--- config.mk ---
export PLATFORM = sky130hd
export DESIGN_NAME = serial_bus_arbiter
export DESIGN_NICKNAME = d
export VERILOG_FILES = /design/src/rtl/serial_bus_arbiter.sv
export SDC_FILE = /design/constraint.sdc
export NUM_CORES = 1
export LEC_CHECK = 0
export CORE_AREA = 8 8 66 68
export CTS_CLUSTER_SIZE = 28
export DETAILED_ROUTE_END_ITERATION = 8
export DIE_AREA = 0 0 74 76
export PLACE_DENSITY_LB_ADDON = 0.12
export SYNTH_ARGS = -nofsm -noshare
export SYNTH_HDL_FRONTEND = slang
export SYNTH_SLANG_ARGS = --single-unit
export TNS_END_PERCENT = 50
--- constraint.sdc ---
create_clock -name clk -period 2.1 [get_ports clk]
set_input_delay 0.21 -clock clk [delete_from_list [all_inputs] [get_ports clk]]
set_output_delay 0.21 -clock clk [all_outputs]
set_load 0.02 [all_outputs]
--- src/rtl/serial_bus_arbiter.sv ---
// rtl/serial_bus_arbiter.sv - round-robin grant arbiter for a shared serial bus
module serial_bus_arbiter #(
  parameter int NUM_MASTERS    = 4,
  parameter int TIMEOUT_CYCLES = 1024
) (
  input  logic                           clk,
  input  logic                           reset,
  input  logic [NUM_MASTERS-1:0]         req,
  input  logic                           trans_done,
  output logic [NUM_MASTERS-1:0]         grant,
  output logic [$clog2(NUM_MASTERS)-1:0] grant_id,
  output logic                           bus_busy,
  output logic                           timeout_err
);

  localparam int IW = $clog2(NUM_MASTERS);
  localparam int TW = (TIMEOUT_CYCLES > 0) ? $clog2(TIMEOUT_CYCLES + 1) : 1;
  localparam logic [TW-1:0] TIMER_LAST = TW'(TIMEOUT_CYCLES - 1);
  localparam logic [TW-1:0] TIMER_MAX  = TW'(TIMEOUT_CYCLES);
  localparam bit            WDOG_EN    = (TIMEOUT_CYCLES != 0);

  typedef enum logic [1:0] {
    IDLE    = 2'd0,
    OWNED   = 2'd1,
    RELEASE = 2'd2
  } state_t;

  state_t        state;
  logic [IW-1:0] ptr;
  logic [TW-1:0] timer;
  logic          pick_valid;
  logic [IW-1:0] pick_idx;
  logic          owner_req;

  // Round-robin search: first requester strictly above the pointer, wrapping around
  always_comb begin
    pick_valid = 1'b0;
    pick_idx   = '0;
    // Walk from farthest to nearest so the nearest requester is the last (winning) write
    for (int k = NUM_MASTERS; k >= 1; k--) begin
      logic [IW-1:0] cand;
      cand = IW'((int'(ptr) + k) % NUM_MASTERS);
      if (req[cand]) begin
        pick_valid = 1'b1;
        pick_idx   = cand;
      end
    end
  end

  // Current owner still holding its request line
  always_comb begin
    owner_req = req[grant_id];
  end

  // Grant FSM; the RELEASE cycle is the bus turnaround, so re-arbitration
  // happens on its exit edge, leaving exactly one free cycle between owners
  always_ff @(posedge clk or posedge reset) begin
    if (reset) begin
      state       <= IDLE;
      grant       <= '0;
      grant_id    <= '0;
      bus_busy    <= 1'b0;
      timeout_err <= 1'b0;
      timer       <= '0;
      ptr         <= IW'(NUM_MASTERS - 1);
    end else begin
      timeout_err <= 1'b0;
      case (state)
        IDLE, RELEASE: begin
          if (pick_valid) begin
            state    <= OWNED;
            grant    <= NUM_MASTERS'(1) << pick_idx;
            grant_id <= pick_idx;
            bus_busy <= 1'b1;
            timer    <= '0;
          end else begin
            state <= IDLE;
          end
        end
        OWNED: begin
          if (WDOG_EN && (timer != TIMER_MAX)) begin
            timer <= timer + TW'(1);
          end
          if (trans_done || !owner_req || (WDOG_EN && (timer == TIMER_LAST))) begin
            state       <= RELEASE;
            grant       <= '0;
            bus_busy    <= 1'b0;
            ptr         <= grant_id;
            // Only a pure watchdog expiry flags an error; completion and drop win over it
            timeout_err <= !trans_done && owner_req;
          end
        end
        default: begin
          state    <= IDLE;
          grant    <= '0;
          bus_busy <= 1'b0;
        end
      endcase
    end
  end

endmodule

# ---- After elaboration in Yosys (flattened, before gate mapping)
# Cells that the tools add are included.
dict set report op_classes {
  eq_ne 7
  mux 32
  n_lt_le_gt_ge 5
  reduce_logical 12
  n_shift 1
  n_addsub 5
}
# operator count
set ops {}
lappend ops {{$mux W11} 2}
lappend ops {{$pmux W11 S2} 1}
lappend ops {{$lt A2 B3 Y1 const B} 5}
lappend ops {{$mux W1} 14}
lappend ops {{$add A11 B1 Y11 const B} 1}
lappend ops {{$eq A11 B10 Y1 const B} 1}
lappend ops {{$ne A11 B11 Y1 const B} 1}
lappend ops {{$bmux W1 S2} 5}
lappend ops {{$mux W2} 5}
lappend ops {{$mux W4} 2}
lappend ops {{$pmux W4 S2} 1}
lappend ops {{$ne A2 B2 Y1 const B} 3}
lappend ops {{$reduce_and A2 Y1} 3}
lappend ops {{$add A2 B1 Y2 const B} 2}
lappend ops {{$add A2 B2 Y2 const B} 2}
lappend ops {{$pmux W2 S2} 1}
lappend ops {{$shl A1 B2 Y4 const A} 1}
lappend ops {{$reduce_and A3 Y1} 1}
lappend ops {{$eq A2 B1 Y1 const B} 1}
lappend ops {{$eq A2 B2 Y1 const B} 1}
lappend ops {{$logic_not A1 Y1} 2}
lappend ops {{$logic_not A2 Y1} 1}
lappend ops {{$logic_or A1 B1 Y1} 2}
lappend ops {{$pmux W1 S2} 1}
lappend ops {{other kinds (3)} 3}
dict set report totals {
  inputBits 7
  reg_bits 23
  word_cells 69
}

# ---- Logic depth before layout (Yosys ltp)
dict set report depth {
  word_depth 10
  mapped_depth 8
  depth_no_buf 6
}

# ---- Worst setup path after synthesis
# OpenSTA, ideal clock, no wires.
dict set report synth_timing {
  path_kind {register to register}
  from {register timer[0]}
  to {register timer[8]}
  setup_time_ns 0.095
  slack_ns 0.208
  synth_period_minus_slack_ns 1.892
  path_stages_with_launch 9
  arrival_time_ns 1.796
  required_time_ns 2.005
  path_cell_list {dfrtp_1 > inv_1 > ha_1 > or4b_1 > o41ai_2 > buf_4 > buf_12 > o211ai_1 > o31ai_1}
}
dict set report synth_via {
  elab_chain_len 3
  elab_cells_between_ends 6
}
# element line
set synth_rtl {}
lappend synth_rtl {{start: declaration} 30} ;# logic [TW-1:0] timer;
lappend synth_rtl {{start signal: assignment} 82} ;# timer <= timer + TW'(1);
lappend synth_rtl {{$add A11 B1 Y11 or $ne A11 B11 Y1 (tied branches)} {82, 81}}
lappend synth_rtl {{$mux W11 or $ne A2 B2 Y1 (tied branches)} n/a}
lappend synth_rtl {{$pmux W11 S2 or $reduce_and A3 Y1 (tied branches)} n/a}
# Several ways; a longest one is shown, not always the timed one. The select of a mux whose other input is x is not followed.
# A chain may end at the register's enable or synchronous reset.

# ---- Final worst setup path
dict set report layout_timing {
  from {register timer[2]}
  to {register timer[9]}
}
# The elaborated chain is that of the path after synthesis.

==> results.toml <==
[critical_path]
ff2ff_setup_slack_ps = 150
arrival_ps = 2160
end_kind = "flip-flop"
crit_fanout = 9
startpoint = "timer[2]$_DFFE_PP0P_"
startpoint_type = "flip-flop"
worstPathRequired_ps = 2310
r2r_cells = 5
worst_r2r_endpoint = "timer[9]$_DFFE_PP0P_"
endpoint = "timer[9]$_DFFE_PP0P_"
path_class = "reg2reg"
r2r_start = "timer[2]$_DFFE_PP0P_"

[clocking]
cts_max_path_buffers = 2
cts_tree = "yes"
clkLatencyLatePin_ps = 320
clkSinkCount = 23
root_buffer = "clkbuf_4"
cts_made_buffers = 3
htree_levels = 1
clkTransAtPathRegs_ps = 140

[die]
core_um2 = 3440
pin_count = 15
start_util = 0.374
chipWidth_um = 74
dieArea_um2 = 5620
die_h_um = 76
fp-row-count = 22

[sta]
worst_pin_slew_ps = 429
relSlewSlack = 0.713
tns_ps = 0
fin_skew_ps = 8.87
timing.fmax_mhz = 512
grt_setup_unrepaired = "false"
timing.final.crit_share = 0.931
drv_slew = 0
finalHoldViolCount = 0
setup_viol = 0
timing.final.crit_period_ps = 1950

[yosys]
synth_top_area_frac = 0.409
synth-compound-area-share = 0.185
synth_cells = 129
netlist_area_um2 = 1290
yosysSeqAreaShare = 0.449
yosysTopAreaCell = "dfrtp_1"
ys_ff_latch = 23
synthFlopType = "dfrtp_1"
syn_nets = 138
ys_warn_count = 0
synth_top_family_by_area = "simple AND/OR/NAND/NOR gates"
muxShareOfSynthArea = 0.0506
synth_edf_count = 0
yosys.area_share.simple = 0.232
yosys.cell_types.count = 45
synth_most_common_cell = "dfrtp_1"
async_reset_ff_frac = 1.00
synthTopCellsByCount = "dfrtp_1, nand2_1, inv_1"
syn_area_per_cell_um2 = 9.97
synth_xor_area_frac = 0
synthAdderAreaFrac = 0.0195
synthTopCellsByArea = "dfrtp_1, nand2_1, dfstp_2"

[global_route]
first_global_vias = 1115
grt_max_degree = 16
grt_pass1_wl_mm = 5.25
grtUsageTotal = 0.116
gr-total-overflow = 0
antenna_found_initial = 0

[finish]
area_growth_pct = 24.1
multi_input_area_um2 = 638
diodes = 0
final.fill_count = 341
final_cells = 204
layout.nets = 166
regArea_um2 = 578
final_area_um2 = 1600
drive_above_1_share = 0.186

[job]
drv_cap = 0

[pwr]
power.total_uw = 1880
ir_worst_vdd_mv = 0.559
p_leak_uw = 0.000720
power_density_nw_per_um2 = 1180

[outcome]
outcome = "complete, no violations"

[hold_path]
hp-class = "in2async"

[place]
dp_hpwl_mm = 2.29
placed_area_um2 = 1550
gp_congestion = 0.832
place_inst = 198
port_buffers = 14

[drt]
route.detailed.drc = 0
drtAntennaViolNets = 0
drt_wl_total_mm = 3.13
first_iter_violations = 57
drt_pre_antenna_iters = 4
via_per_inst = 5.35
avgRoutedWirePerCell_um = 15.3
num_vias = 1092
## worst min path at each step
stage | startpoint | cells past startpoint | end
4_1_cts | reset | 2 | timer[1]$_DFFE_PP0P_
2_1_floorplan | reset | 1 | bus_busy$_DFFE_PP0P_
3_3_place_gp | timer[8]$_DFFE_PP0P_ | 1 | timer[8]$_DFFE_PP0P_
3_5_place_dp | timer[8]$_DFFE_PP0P_ | 1 | timer[8]$_DFFE_PP0P_
5_1_grt | reset | 2 | timer[1]$_DFFE_PP0P_
6_report | reset | 2 | timer[0]$_DFFE_PP0P_
## repair_timing
item	CTS	global route
hold buffers	0	0
gates resized for setup	0	2
endpoints found under the setup margin	0	10
setup buffers	0	1
## power by group
group | leakage [µW] | internal (µW) | switching, µW | total (µW)
logic | 0.000401 | 483 | 506 | 989
clock network | 0.0000177 | 71.3 | 143 | 215
registers | 0.000301 | 575 | 104 | 679
## per-stage QoR
stage / utilization / setup WS (ps) / hold WS (ps)
after floorplan: - / 208 / 210
after global routing: 0.464 / 50.3 / 186
final: 0.464 / 145 / 148
after CTS: 0.457 / 77.6 / 159
after detailed placement: 0.449 / 69.8 / 502
after global placement: 0.449 / 90.1 / 500
## cell usage in the layout (no fill, tap or decap), types with 2 or more instances in the layout
cell	Yosys	final
nand2_1	15	15
nor2_1	3	3
nor3_1	4	4
o211ai_1	6	6
ha_1	2	2
or4_1	5	5
mux2_2	4	4
o22ai_1	5	5
nand3_1	5	5
dfrtp_1	21	21
a21o_1	2	2
clkdlybuf4s50_1	0	14
a22o_1	2	2
or4b_1	2	2
nand2b_1	3	3
mux2i_1	2	2
and4_1	3	3
dfstp_2	2	2
nand4_1	2	2
o21ai_0	4	4
clkbuf_4	1	3
buf_4	1	12
inv_1	10	10
nor2b_1	3	3
## cell type report
class | instances | area share
inverters | 10 | 0.0235
multi-input cells | 91 | 0.400
clock buffers | 3 | 0.0141
flip-flops and latches | 23 | 0.362
clock inverters | 1 | 0.00313
well taps | 48 | 0.0376
repair buffers | 28 | 0.160
## cell families (layout without fill, tap and decap cells)
kind of cell    count (synthesis)  count (layout)
simple gates                   52              52
compound gates                 31              31
flops                          23              23
fa+ha+maj                       2               2
mux                             6               6
buf+inv                        15              42
## worst max-delay path, stage by stage, from the launching register on
cell	delay, ps
dfrtp_1	460
or4b_1	590
o41ai_4	380
buf_4	230
or4_1	130
nand2_1	60
## sequential cells by signal (all words and copies together) (netlist names)
signal and count:
grant 4, state 2, ptr 2, grant_id 2
timeout_err 1, timer 11, bus_busy 1
## routing by layer
layer,part of all wire,track usage
met5,0,0
met1,0.49,0.154
met3,0.052,0.0329
met4,0.0051,0.0300
met2,0.46,0.177
Note: power is estimated with default switching activity, not from simulation.
==> edit (config.mk and constraints unchanged) <==
Set the parameter `TIMEOUT_CYCLES` to 2048 (it was 1024).
--- a/src/rtl/serial_bus_arbiter.sv
+++ b/src/rtl/serial_bus_arbiter.sv
@@ -3,3 +3,3 @@
   parameter int NUM_MASTERS    = 4,
-  parameter int TIMEOUT_CYCLES = 1024
+  parameter int TIMEOUT_CYCLES = 2048
 ) (
Function: same outputs for any inputs over 10 cycles, from zero or initial values and one cycle with reset high; that may be too few to reach the edited logic, so the function may still have changed.
==> edit against the original RTL <==
  * Cell count shrank 6.9%
  * Highest routed layer unchanged
  * Die area stayed put
  * Sequential share of layout area up 3.5 points
  * Largest cell class unchanged
  * Cell area down 4.8%
  * Setup slack improved by 110 ps
  * Total power down 6.8%
  * Sequential cell count is 1 higher
  * Area after synthesis decreased by 1.6%
  * Combinational power down 29%
  * Routed wire length decreased by 11%
==> edit: results (changes against the original RTL) <==
stage	metric	value	unit	change
yosys	yosysSeqAreaShare	0.476		+0.0269
global_routing	use_met3	0.0250		-0.00789
timing	hold_slack	215	ps	+66.6 ps
global_routing	grt_pass1_vias	1036		-7.1%
layout	top_regs	timer x12, grant x4		
drt	dr_wl_met2	1.40	mm	-1.5%
power	ir_drop	0.000288	V	-48%
layout	buffers	16		-43%
yosys	yosys_register_bits	24		+4.3%
drt	dr.first_iter.drc_count	47		-18%
layout	final-nonclk-buf-share	0.102		-0.0578
placement	gp_congestion	0.801		-3.8%
setup_path	rr_startpoint	timer[0]		
setup_path	crit_fanout	6		-3
drt	drt-wirelength-per-cell	14.7	um	-4.1%
drt	wirelength	2.79	mm	-11%
setup_path	rrSetupSlack	250	ps	+110 ps
layout	clk_share	0.0346		+0.0173
drt	wl_met1	1.22	mm	-20%
global_routing	use_met2	0.175		-0.00176
setup_path	crit_arrival	2100	ps	-60 ps
layout	seq_share	0.397		+0.0346
run_status	status	complete, no violations		
layout	seqCellArea	603	um^2	+4.3%
global_routing	grt_use_met1	0.136		-0.0177
yosys	synth_nets	134		-2.9%
timing	clock_skew	4.87	ps	-4.00 ps
yosys	synth_cell_types	40		-11%
layout	finalNetCount	152		-8.4%
setup_path	cp_top_family	flip-flops		
timing	slew_headroom	0.707		-0.00591
layout	layout-drive-gt1-share	0.120		-0.0662
edit: changes by cell type after synthesis, moves of 4 or more:
cell      unedited run  this run
nand2_1             15         8
o22ai_1              5         1
xor2_1               0         7
or4_1                5         0
a21oi_1              1         5
inv_1               10         4
o211ai_1             6         1
nor2_1               3        13
edit: report_power, final:
| group | switching, mW | internal [mW] |
|---|---|---|
| clock | 0.139 | 0.193 |
| combinational | 0.370 | 0.336 |
| sequential | 0.123 | 0.594 |
| total | 0.632 | 1.12 |
edit: worst max-delay path by stage:
| stage | depth (start not counted) | start | slack [ps] | endpoint |
|---|---|---|---|---|
| after floorplan | 4 | grant_id[1] | 530 | grant[0] |
| after global placement | 5 | timer[0] | 310 | ptr[0] |
| after detailed placement | 5 | req[1] | 270 | bus_busy |
| after CTS | 5 | timer[0] | 250 | ptr[0] |
| after global routing | 5 | timer[0] | 150 | ptr[0] |
| final | 5 | timer[0] | 250 | ptr[0] |
